$ cat config.mk
export PLATFORM = sky130hd
export DESIGN_NAME = swap_sequencer
export DESIGN_NICKNAME = d
export VERILOG_FILES = /design/src/rtl/swap_seq_pkg.sv /design/src/rtl/swap_module.sv /design/src/rtl/swap_sequencer.sv
export SDC_FILE = /design/constraint.sdc
export NUM_CORES = 1
export LEC_CHECK = 0
export ABC_CLOCK_PERIOD_IN_PS = 2300
export CORE_MARGIN = 10
export CORE_UTILIZATION = 50
export DETAILED_ROUTE_END_ITERATION = 16
export PLACE_DENSITY = 0.89
export RECOVER_POWER = 25
export SKIP_CTS_REPAIR_TIMING = 1
export SYNTH_ARGS = -nofsm -noshare
export SYNTH_HDL_FRONTEND = slang
export SYNTH_SLANG_ARGS = --single-unit
export TNS_END_PERCENT = 10
$ cat constraint.sdc
create_clock -name clk -period 2.3 [get_ports clk]
set_input_delay 0.69 -clock clk [delete_from_list [all_inputs] [get_ports clk]]
set_output_delay 0.69 -clock clk [all_outputs]
set_load 0.02 [all_outputs]
$ cat src/rtl/swap_seq_pkg.sv
// Shared types and default widths for the swap sequencer.
package swap_seq_pkg;

  localparam int unsigned DataWDefault = 20;
  localparam int unsigned AddrWDefault = 4;

  // Sequencer states; encodings are fixed so they read the same in waveforms and docs.
  typedef enum logic [2:0] {
    StIdle = 3'd0,
    StRdA  = 3'd1,
    StRdB  = 3'd2,
    StCap  = 3'd3,
    StWrA  = 3'd4,
    StWrB  = 3'd5,
    StDone = 3'd6
  } state_e;

endpackage

$ cat src/rtl/swap_module.sv
// Swap datapath: presents its two input words on the opposite outputs.
module swap_module #(
  parameter int unsigned DATA_W = 20
) (
  input  logic [DATA_W-1:0] input_a,
  input  logic [DATA_W-1:0] input_b,
  output logic [DATA_W-1:0] output_a,
  output logic [DATA_W-1:0] output_b
);

  assign output_a = input_b;
  assign output_b = input_a;

endmodule

$ cat src/rtl/swap_sequencer.sv
// Exchanges two register-file entries in place through a single-port, synchronous-read
// register file: read A, read B, write A <= old B, write B <= old A, then pulse done.
// Optional macro SWAP_SEQ_SAME_ADDR_SKIP_EN: a request with equal addresses skips all
// register-file traffic and goes straight to done.
module swap_sequencer
  import swap_seq_pkg::*;
#(
  parameter int unsigned DATA_W = DataWDefault,
  parameter int unsigned ADDR_W = AddrWDefault
) (
  input  logic              clk,
  input  logic              rst,
  input  logic              req_valid,
  output logic              req_ready,
  input  logic [ADDR_W-1:0] req_addr_a,
  input  logic [ADDR_W-1:0] req_addr_b,
  output logic              busy,
  output logic              done,
  output logic [ADDR_W-1:0] rf_addr,
  output logic              rf_re,
  output logic              rf_we,
  output logic [DATA_W-1:0] rf_wdata,
  input  logic [DATA_W-1:0] rf_rdata
);

  state_e state_q, state_d;

  logic [ADDR_W-1:0] addr_a_q, addr_b_q, addr_hold_q;
  logic [DATA_W-1:0] word_a_q, word_b_q, wdata_hold_q;
  logic [DATA_W-1:0] swap_out_a, swap_out_b;
  logic              handshake;

  assign handshake = req_valid && (state_q == StIdle);

  swap_module #(
    .DATA_W (DATA_W)
  ) u_swap (
    .input_a  (word_a_q),
    .input_b  (word_b_q),
    .output_a (swap_out_a),
    .output_b (swap_out_b)
  );

`ifdef SWAP_SEQ_SAME_ADDR_SKIP_EN
  logic same_addr;
  assign same_addr = (req_addr_a == req_addr_b);
`endif

  // Next-state sequencing: a fixed walk through the swap once a request is accepted.
  always_comb begin
    state_d = state_q;
    unique case (state_q)
      StIdle: begin
        if (handshake) begin
`ifdef SWAP_SEQ_SAME_ADDR_SKIP_EN
          state_d = same_addr ? StDone : StRdA;
`else
          state_d = StRdA;
`endif
        end
      end
      StRdA:   state_d = StRdB;
      StRdB:   state_d = StCap;
      StCap:   state_d = StWrA;
      StWrA:   state_d = StWrB;
      StWrB:   state_d = StDone;
      StDone:  state_d = StIdle;
      default: state_d = StIdle;
    endcase
  end

  // Outputs decode from state and registered values only; unused rf_addr/rf_wdata hold.
  always_comb begin
    req_ready = (state_q == StIdle);
    busy      = (state_q != StIdle);
    done      = (state_q == StDone);
    rf_re     = 1'b0;
    rf_we     = 1'b0;
    rf_addr   = addr_hold_q;
    rf_wdata  = wdata_hold_q;
    unique case (state_q)
      StRdA: begin
        rf_re   = 1'b1;
        rf_addr = addr_a_q;
      end
      StRdB: begin
        rf_re   = 1'b1;
        rf_addr = addr_b_q;
      end
      StWrA: begin
        rf_we    = 1'b1;
        rf_addr  = addr_a_q;
        rf_wdata = swap_out_a;
      end
      StWrB: begin
        rf_we    = 1'b1;
        rf_addr  = addr_b_q;
        rf_wdata = swap_out_b;
      end
      default: ;
    endcase
  end

  // State, latched request, captured words and held RF address/data.
  always_ff @(posedge clk) begin
    if (rst) begin
      state_q      <= StIdle;
      addr_a_q     <= '0;
      addr_b_q     <= '0;
      word_a_q     <= '0;
      word_b_q     <= '0;
      addr_hold_q  <= '0;
      wdata_hold_q <= '0;
    end else begin
      state_q      <= state_d;
      addr_hold_q  <= rf_addr;
      wdata_hold_q <= rf_wdata;
      if (handshake) begin
        addr_a_q <= req_addr_a;
        addr_b_q <= req_addr_b;
      end
      // Read data lags the read enable by one cycle.
      if (state_q == StRdB) word_a_q <= rf_rdata;
      if (state_q == StCap) word_b_q <= rf_rdata;
    end
  end

endmodule
==> results.ini, run 1 <==
[status]
outcome=complete, but fails checks
violations=negative setup slack

[setup_path]
startpoint_type=flip-flop
critical_path_buf_inv_count=2
worst_path_largest_cell_delay_ns=0.38
cp.required_ns=1.61
arrival_ns=1.63
critPathTopFamily=compound AO/OA/AOI/OAI gates
timing.rr.end=word_a_q[15]
crit_cells=5
crit_path_max_fanout=7
cpMaxStageDelayCell=dfxtp_4
ff2ff_setup_slack_ns=0.70
worst_setup_path_end_kind=output pin
reg2reg_depth=5
crit_chain=buf_4 > and3b_1 > o21bai_1 > o211a_1 > clkbuf_2
setup.worst_path.start=state_q[0]
crit_type=flip-flop to output pin
rr_startpoint=state_q[2]
setup.worst_path.end=rf_addr[1]

[sta]
fin_crit_sh_pct=101.0
finClkSkew_ns=0.009269
hold_ws_ns=0.4544
tightest_slew_ns=0.5198
max_freq_mhz=430.5
setup_viol=2
slew_headroom_pct=65.34
fin_tns_setup_ns=-0.03540
drv_slew=0
rsz0062_at_grt=yes
min_period_ns=2.323
finalHoldViolCount=0
finalWorstSetupSlack_ns=-0.02271

[hold_path]
hold_class=flip-flop to flip-flop
worstHoldStart=word_b_q[16]

[drt]
routed-via-count=2754
drcViolationCount=0
drtAntennaViolNets=0
drtIter0Drc=124
via_per_inst=5.286
wl_per_cell_um=15.65
drt_wl_total_mm=8.152
first_pass_iters=4

[place]
placed_area_um2=3935
dp.cells=504
dp_hpwl_mm=5.527
gp_congestion=0.8267
pre_cts_ws_ns=-0.1552
io_buffers=59

[final_layout]
fin_util_pct=65.40
design_area_um2=4129
diodes=0
area_growth_pct=27.31
layout.nets=471
stdcell_count=521
drive_above_1_share_pct=19.82

[global_route]
antenna_found_initial=0
first_global_vias=2855
grt_first_pass_wirelength_mm=13.18
grt_use_total_pct=15.86
grt-ovfl-total=0
grt_max_degree=50

[synth]
syn_nets=407
yosysTopAreaCellShare_pct=46.30
async_flop_share_pct=0
netlist_area_um2=3243
synth_top_cell_by_area=dfxtp_1
synth_flop_cell=dfxtp_1
netlist_top_cells_count=nand2_1 (118), dfxtp_1 (75), a21oi_1 (51)
yosysWarningCount=0
syn_area_per_cell_um2=8.625
synthCells=376
synth-seq-area-share_pct=46.30
ys_types=33
synth.most_common_cell=nand2_1
synthTopCellsByArea=dfxtp_1 (46%), nand2_1 (14%), a21oi_1 (7.9%)
ys_ff_latch=75
synth_edf_count=0

[power_and_ir_drop]
netSwitchingFraction_pct=27.18
power_switching_mw=0.7303
comb_power_share_pct=16.8
powerDensity_nw_per_um2=650.8
p_seq_share_pct=51.4
power_mw=2.687
p_leak_nw=1.913
clkPwrFrac_pct=31.9
internal-power_mw=1.957
max-vdd-ir-drop_mv=0.5043

[floorplanning]
io_pins=60
die_h_um=100.5
die_w_um=100.5
core-area_um2=6314
fp-row-count=29
initial_core_util_pct=51.37
dieArea_um2=10110

[cts]
clock_latency_ns=0.34
cts_max_path_buffers=2
clock_sinks=75
h-tree-depth=3
cts_tree=built
path_clk_slew_ns=0.07
cts_buffers=9
root_buffer=clkbuf_8

[run]
cap_violations=0

## worst min path at each step
stage	to	cells after the start
detailed placement	word_b_q[14]	2
CTS	word_b_q[16]	2
finish	word_b_q[16]	2
global route	word_b_q[8]	2
global placement	word_b_q[16]	2
floorplan	addr_b_q[0]	2
## worst reg2reg max path: stages (launching register included)
cell	delay, ns
dfxtp_4	0.37
buf_4	0.17
nor3b_4	0.27
buf_4	0.36
mux2i_1	0.27
nor2_1	0.06
## cells in the final DEF, fill, tap and decap left out, types with 4 or more instances in the layout
cell type | Yosys | routed
a21oi_1 | 51 | 51
nand2_1 | 118 | 114
nand2_2 | 0 | 4
mux2_2 | 20 | 20
buf_2 | 8 | 9
mux2i_1 | 21 | 21
dlymetal6s2s_1 | 0 | 13
nor2_1 | 24 | 24
buf_4 | 3 | 21
inv_1 | 4 | 4
clkbuf_2 | 0 | 5
clkdlybuf4s50_1 | 0 | 29
nand3b_1 | 4 | 4
dfxtp_1 | 75 | 72
clkbuf_8 | 0 | 9
## routing by layer
layer / part of all wire [%] / vias to the layer above / GRT usage (%) / wire [µm]
met5: 0 / - / 0 / 0
met4: 0.94 / 0 / 4.783 / 77
met3: 6.3 / 9 / 6.447 / 510
met2: 48 / 60 / 26.71 / 3951
met1: 44 / 1302 / 17.93 / 3612
li1: - / 1383 / - / -
## logic make-up after synthesis
group,Yosys count,share of synthesized area [%]
buf+inv,33,6.211
flops,75,46.30
compound gates,65,11.88
mux,41,13.43
xor+xnor,2,0.5402
simple gates,160,21.64
## sequential cells by signal (all words and copies together) (netlist names)
register and flops:
addr_b_q 4, word_b_q 20, wdata_hold_q 20, addr_hold_q 4, word_a_q 20, state_q 3, addr_a_q 4
## power groups by stage
stage                     registers (mW)  logic [mW]  clock network [mW]
after CTS                           1.38       0.445               0.863
after floorplan                     1.39       0.292                   0
after global routing                1.39       0.490               0.922
after detailed placement            1.41       0.442                   0
final                               1.38       0.451               0.856
after global placement              1.41       0.432                   0
## cell type report
| cell class | instances | area, µm² |
|---|---|---|
| Clock buffer | 10 | 127.6 |
| Clock inverter | 5 | 31.28 |
| Fill cell | 521 | 2185 |
| Inverter | 4 | 15.01 |
| Multi-Input combinational cell | 268 | 1585 |
| Sequential cell | 75 | 1510 |
| Tap cell | 77 | 96.34 |
| Timing Repair Buffer | 82 | 763.2 |
Note: power is estimated with default switching activity, not from simulation.
==> run 2, diff against run 1 <==
Settings changed: CORE_ASPECT_RATIO set to 1.2, SLEW_MARGIN set to 20.
==> results.ini, run 2 (synthesis gave the netlist of run 1 again) <==
[status]
outcome=complete, but fails checks
violations=negative setup slack

[power_and_ir_drop]
power_mw=2.857  ; +6.3%
p_leak_nw=1.901  ; -0.63%
powerDensity_nw_per_um2=684.6  ; +5.2%
max-vdd-ir-drop_mv=0.3849  ; -24%

[place]
placed_area_um2=3925  ; -0.25%
gp_congestion=0.7708  ; -6.8%
pre_cts_ws_ns=-0.1074  ; +0.04781 ns
dp_hpwl_mm=5.298  ; -4.1%
io_buffers=59  ; unchanged

[drt]
routed-via-count=2773  ; +0.69%
drcViolationCount=0  ; unchanged
wl_per_cell_um=15.04  ; -3.9%
drtAntennaViolNets=0  ; unchanged
via_per_inst=5.212  ; -1.4%
drtIter0Drc=182  ; +47%
drt_wl_total_mm=8.002  ; -1.8%
first_pass_iters=5  ; +1

[sta]
min_period_ns=2.342  ; +0.01930 ns
rsz0062_at_grt=yes
finClkSkew_ns=0.007165  ; -0.002104 ns
fin_crit_sh_pct=101.8  ; +0.84 points
finalWorstSetupSlack_ns=-0.04201  ; -0.01930 ns
setup_viol=3  ; +1
max_freq_mhz=427.0  ; -0.82%
finalHoldViolCount=0  ; unchanged
tightest_slew_ns=0.5014  ; -0.01847 ns
fin_tns_setup_ns=-0.05940  ; -0.02400 ns
slew_headroom_pct=66.58  ; +1.2 points
drv_slew=0  ; unchanged

[floorplanning]
fp-row-count=32  ; +10%
io_pins=60  ; unchanged
die_h_um=108.2  ; +7.6%
core-area_um2=6366  ; +0.83%
initial_core_util_pct=50.94  ; -0.42 points
die_w_um=93.52  ; -7.0%
dieArea_um2=10120  ; +0.14%

[cts]
h-tree-depth=3  ; unchanged
cts_max_path_buffers=2  ; unchanged
clock_sinks=75  ; unchanged
clock_latency_ns=0.34  ; about the same
path_clk_slew_ns=0.07  ; about the same
cts_tree=built
root_buffer=clkbuf_8
cts_buffers=9  ; unchanged

[final_layout]
diodes=0  ; unchanged
reg_top3=wdata_hold_q (20), word_a_q (20), word_b_q (20)
layout.nets=473  ; +0.42%
final_common_cell=nand2_1
drive_above_1_share_pct=20.81  ; +0.99 points
area_growth_pct=28.67
design_area_um2=4173  ; +1.1%
final_cell_mix=nand2_1 (116), dfxtp_1 (72), a21oi_1 (51)

[setup_path]
arrival_ns=1.65  ; +0.02 ns
cp.required_ns=1.61  ; about the same
startpoint_type=flip-flop
reg2reg_depth=6  ; +1
crit_type=flip-flop to output pin
worst_setup_path_end_kind=output pin
crit_path_max_fanout=10  ; +3

[global_route]
antenna_found_initial=0  ; unchanged
grt_first_pass_wirelength_mm=12.66  ; -3.9%
grt-ovfl-total=0  ; unchanged
grt_max_degree=48  ; -4.0%
first_global_vias=2748  ; -3.7%
grt_use_total_pct=15.31  ; -0.55 points

[hold_path]
hold_class=flip-flop to flip-flop
hold_path_depth=2  ; unchanged

[run]
cap_violations=0  ; unchanged

run 2: changes by cell type in the layout (fill, tap and decap cells not counted), sizes merged:
cell,before,now
dlymetal6s2s,13,10
buf,35,42
clkinvlp,1,0
clkinv,4,3
bufinv,0,1
run 2: report_power, final:
group	internal [mW]	switching [mW]	total, mW	leakage, nW
logic	0.226	0.220	0.445	1.18
clock network	0.559	0.469	1.03	0.106
registers	1.35	0.0354	1.38	0.610
total	2.13	0.724	2.86	1.90
run 2: metrics by stage:
| step | hold slack, ns | util [%] | cells |
|---|---|---|---|
| global placement | 0.4394 | 61.65 | 511 |
| floorplan | 0.4329 | - | 376 |
| global route | 0.4719 | 65.55 | 532 |
| detailed placement | 0.4462 | 61.65 | 511 |
| finish | 0.4554 | 65.55 | 532 |
| CTS | 0.4565 | 64.86 | 527 |
run 2: worst paths after layout:
path / from / to / slack (ns)
setup / recovery: state_q[0] / rf_wdata[8] / -0.04
hold / removal: word_b_q[8] / word_b_q[8] / 0.46
setup reg to reg: state_q[0] / word_a_q[5] / 0.57
hold reg to reg: word_b_q[8] / word_b_q[8] / 0.46
run 2: critical path, cell delays in order, from the launching register on:
cell,delay [ns]
dfxtp_4,0.40
buf_4,0.19
mux2_2,0.35
nand2_1,0.10
nand2_1,0.07
dlymetal6s2s_1,0.21
run 2: routing by layer:
layer  track usage [%]  share of wire [%]  up-vias
met4             5.850                1.2        0
met3             5.548                5.6        7
met1             16.72                 42     1308
met2             26.44                 52       66
li1                  -                  -     1392
met5                 0                  0        -
run 2: cell type report:
cell class | count | area, µm²
Inverter | 4 | 15.01
Multi-Input combinational cell | 268 | 1594
Sequential cell | 75 | 1513
Fill cell | 501 | 2193
Tap cell | 85 | 106.4
Clock inverter | 4 | 48.80
Clock buffer | 12 | 155.1
Timing Repair Buffer | 84 | 740.7
==> run 3, diff against run 2 <==
Settings changed: ABC_CLOCK_PERIOD_IN_PS 2300 to unset, PLACE_DENSITY 0.89 to 0.88, SYNTH_HIERARCHICAL set to 1.
==> results.ini, run 3 <==
[final_layout]
final_cell_mix=nand2_1 (118), dfxtp_1 (72), a21oi_1 (51)
design_area_um2=4190  ; +0.42%
stdcell_count=538  ; +1.1%
area_growth_pct=18.26
fin_util_pct=61.14  ; -4.4 points
reg_top3=wdata_hold_q (20), word_a_q (20), word_b_q (20)
layout.nets=477  ; +0.85%
drive_above_1_share_pct=22.17  ; +1.4 points
diodes=0  ; unchanged
final_common_cell=nand2_1

[drt]
drt_wl_total_mm=8.291  ; +3.6%
drcViolationCount=0  ; unchanged
first_pass_iters=4  ; -1
routed-via-count=2849  ; +2.7%
drtIter0Drc=107  ; -41%
wl_per_cell_um=15.41  ; +2.5%
drtAntennaViolNets=0  ; unchanged
via_per_inst=5.296  ; +1.6%

[sta]
hold_ws_ns=0.4530  ; -0.002362 ns
finalHoldViolCount=0  ; unchanged
setup_viol=4  ; +1
max_freq_mhz=428.6  ; +0.37%
min_period_ns=2.333  ; -0.008680 ns
fin_crit_sh_pct=101.4  ; -0.38 points
fin_tns_setup_ns=-0.08952  ; -0.03012 ns
drv_slew=0  ; unchanged
slew_headroom_pct=60.29  ; -6.3 points
rsz0062_at_grt=yes
tightest_slew_ns=0.5957  ; +0.09434 ns
finalWorstSetupSlack_ns=-0.03333  ; +0.008680 ns
finClkSkew_ns=0.01157  ; +0.004402 ns

[place]
gp_congestion=0.8094  ; +5.0%
pre_cts_ws_ns=-0.1624  ; -0.05498 ns
placed_area_um2=3993  ; +1.7%
io_buffers=59  ; unchanged
dp.cells=520  ; +1.8%
dp_hpwl_mm=5.610  ; +5.9%

[setup_path]
worst_setup_path_end_kind=output pin
rr_startpoint=state_q[0]
cp.required_ns=1.61  ; about the same
crit_path_max_fanout=8  ; -2
arrival_ns=1.64  ; about the same
crit_chain=buf_4 > and4b_1 > nor4_2 > nand2_1 > buf_2
setup.worst_path.start=state_q[0]
cpMaxStageDelayCell=dfxtp_4
crit_type=flip-flop to output pin
critPathTopFamily=simple AND/OR/NAND/NOR gates
worst_path_largest_cell_delay_ns=0.39  ; about the same
startpoint_type=flip-flop
critical_path_buf_inv_count=2  ; unchanged

[run]
cap_violations=0  ; unchanged

[synth]
synthTopCellsByArea=dfxtp_1 (42%), nand2_1 (13%), buf_4 (9.1%)
ys_types=33  ; unchanged
netlist_top_cells_count=nand2_1 (118), dfxtp_1 (75), a21oi_1 (51)
syn_area_per_cell_um2=8.518  ; -1.2%
synth_flop_cell=dfxtp_1
synth.most_common_cell=nand2_1
netlist_area_um2=3543  ; +9.3%
syn_nets=447  ; +9.8%
synth_top_cell_by_area=dfxtp_1
async_flop_share_pct=0  ; unchanged
synth-seq-area-share_pct=42.37  ; -3.9 points
yosysTopAreaCellShare_pct=42.37  ; -3.9 points
synth_edf_count=0  ; unchanged
ys_ff_latch=75  ; unchanged
yosysWarningCount=6  ; +6
synthCells=416  ; +11%

[power_and_ir_drop]
clkPwrFrac_pct=40.0  ; +4.0 points
p_seq_share_pct=45.2  ; -3.2 points
power_switching_mw=0.7302  ; +0.81%
netSwitchingFraction_pct=23.90  ; -1.5 points
comb_power_share_pct=14.8  ; -0.8 points
p_leak_nw=1.837  ; -3.4%
powerDensity_nw_per_um2=729.1  ; +6.5%
internal-power_mw=2.325  ; +9.0%
power_mw=3.055  ; +7.0%
max-vdd-ir-drop_mv=0.4829  ; +25%

[global_route]
grt-ovfl-total=0  ; unchanged
grt_max_degree=33  ; -31%
busiest_layer=met2
first_global_vias=2818  ; +2.5%
met2_usage_pct=26.03  ; -0.42 points
antenna_found_initial=0  ; unchanged
grt_use_total_pct=14.63  ; -0.68 points
grt_first_pass_wirelength_mm=13.34  ; +5.4%
gr-usage-met3_pct=3.865  ; -1.7 points
use_met1_pct=15.41  ; -1.3 points

[status]
outcome=complete, but fails checks
violations=negative setup slack

[cts]
cts_max_path_buffers=2  ; unchanged
cts_tree=built
clock_latency_ns=0.35  ; about the same
clock_sinks=75  ; unchanged
path_clk_slew_ns=0.07  ; about the same
root_buffer=clkbuf_8
cts_buffers=9  ; unchanged
h-tree-depth=3  ; unchanged

[floorplanning]
dieArea_um2=10870  ; +7.4%
initial_core_util_pct=51.70  ; +0.75 points
io_pins=60  ; unchanged
die_w_um=96.85  ; +3.6%
fp-row-count=33  ; +3.1%
core-area_um2=6854  ; +7.7%
die_h_um=112.2  ; +3.7%

[hold_path]
worstHoldStart=word_b_q[14]
hold_class=flip-flop to flip-flop

run 3: cell types whose count changed in the layout (fill, tap and decap cells not counted), moves of 2 or more:
cell / before / now
clkbuf_2: 3 / 14
mux2_2: 13 / 20
mux2_4: 7 / 0
buf_2: 15 / 9
dlymetal6s2s_1: 10 / 5
buf_4: 23 / 26
bufinv_16: 1 / 3
nand2_1: 116 / 118
nand2_2: 2 / 0
run 3: worst paths after layout:
path / to / slack, ns / cells after the start
worst max register to register: word_a_q[11] / 0.62 / 5
worst max-delay path: rf_addr[3] / -0.03 / 5
worst min-delay path: word_b_q[14] / 0.45 / 2
worst min register to register: word_b_q[14] / 0.45 / 2
run 3: layout make-up:
class | instances | area (µm²)
clock buffer | 11 | 141.4
clock inverter | 5 | 100.1
fill | 598 | 2664
inverter | 4 | 15.01
multi-input combinational | 268 | 1567
sequential | 75 | 1513
tap | 87 | 108.9
timing repair buffer | 88 | 745.7
run 3: layer usage:
layer | share of wire (%) | routed length [µm] | vias up
met5 | 0 | 0 | -
met4 | 2.5 | 209 | 0
met3 | 4.3 | 356 | 17
met2 | 51 | 4235 | 80
met1 | 42 | 3489 | 1350
li1 | - | - | 1402
run 3: worst register-to-register path: stages (launching register included):
cell	delay (ns)
dfxtp_4	0.39
buf_4	0.16
nor3b_4	0.26
buf_4	0.40
mux2i_1	0.29
nor2_1	0.05
run 3: power by group through the flow:
stage / logic (mW) / clock network, mW / registers [mW]
after detailed placement: 0.455 / 0 / 1.41
after global placement: 0.442 / 0 / 1.41
after global routing: 0.492 / 1.29 / 1.39
after CTS: 0.458 / 1.24 / 1.38
final: 0.452 / 1.22 / 1.38
after floorplan: 0.324 / 0 / 1.39
run 3: cell families (layout without fill, tap and decap cells):
group	after synthesis	after routing	share of synthesized area (%)
AO/OA/AOI/OAI	65	65	10.88
XOR/XNOR	2	2	0.4944
buffers and inverters	73	108	14.16
flip-flops	75	75	42.37
multiplexers	41	41	12.29
AND/OR/NAND/NOR	160	160	19.81
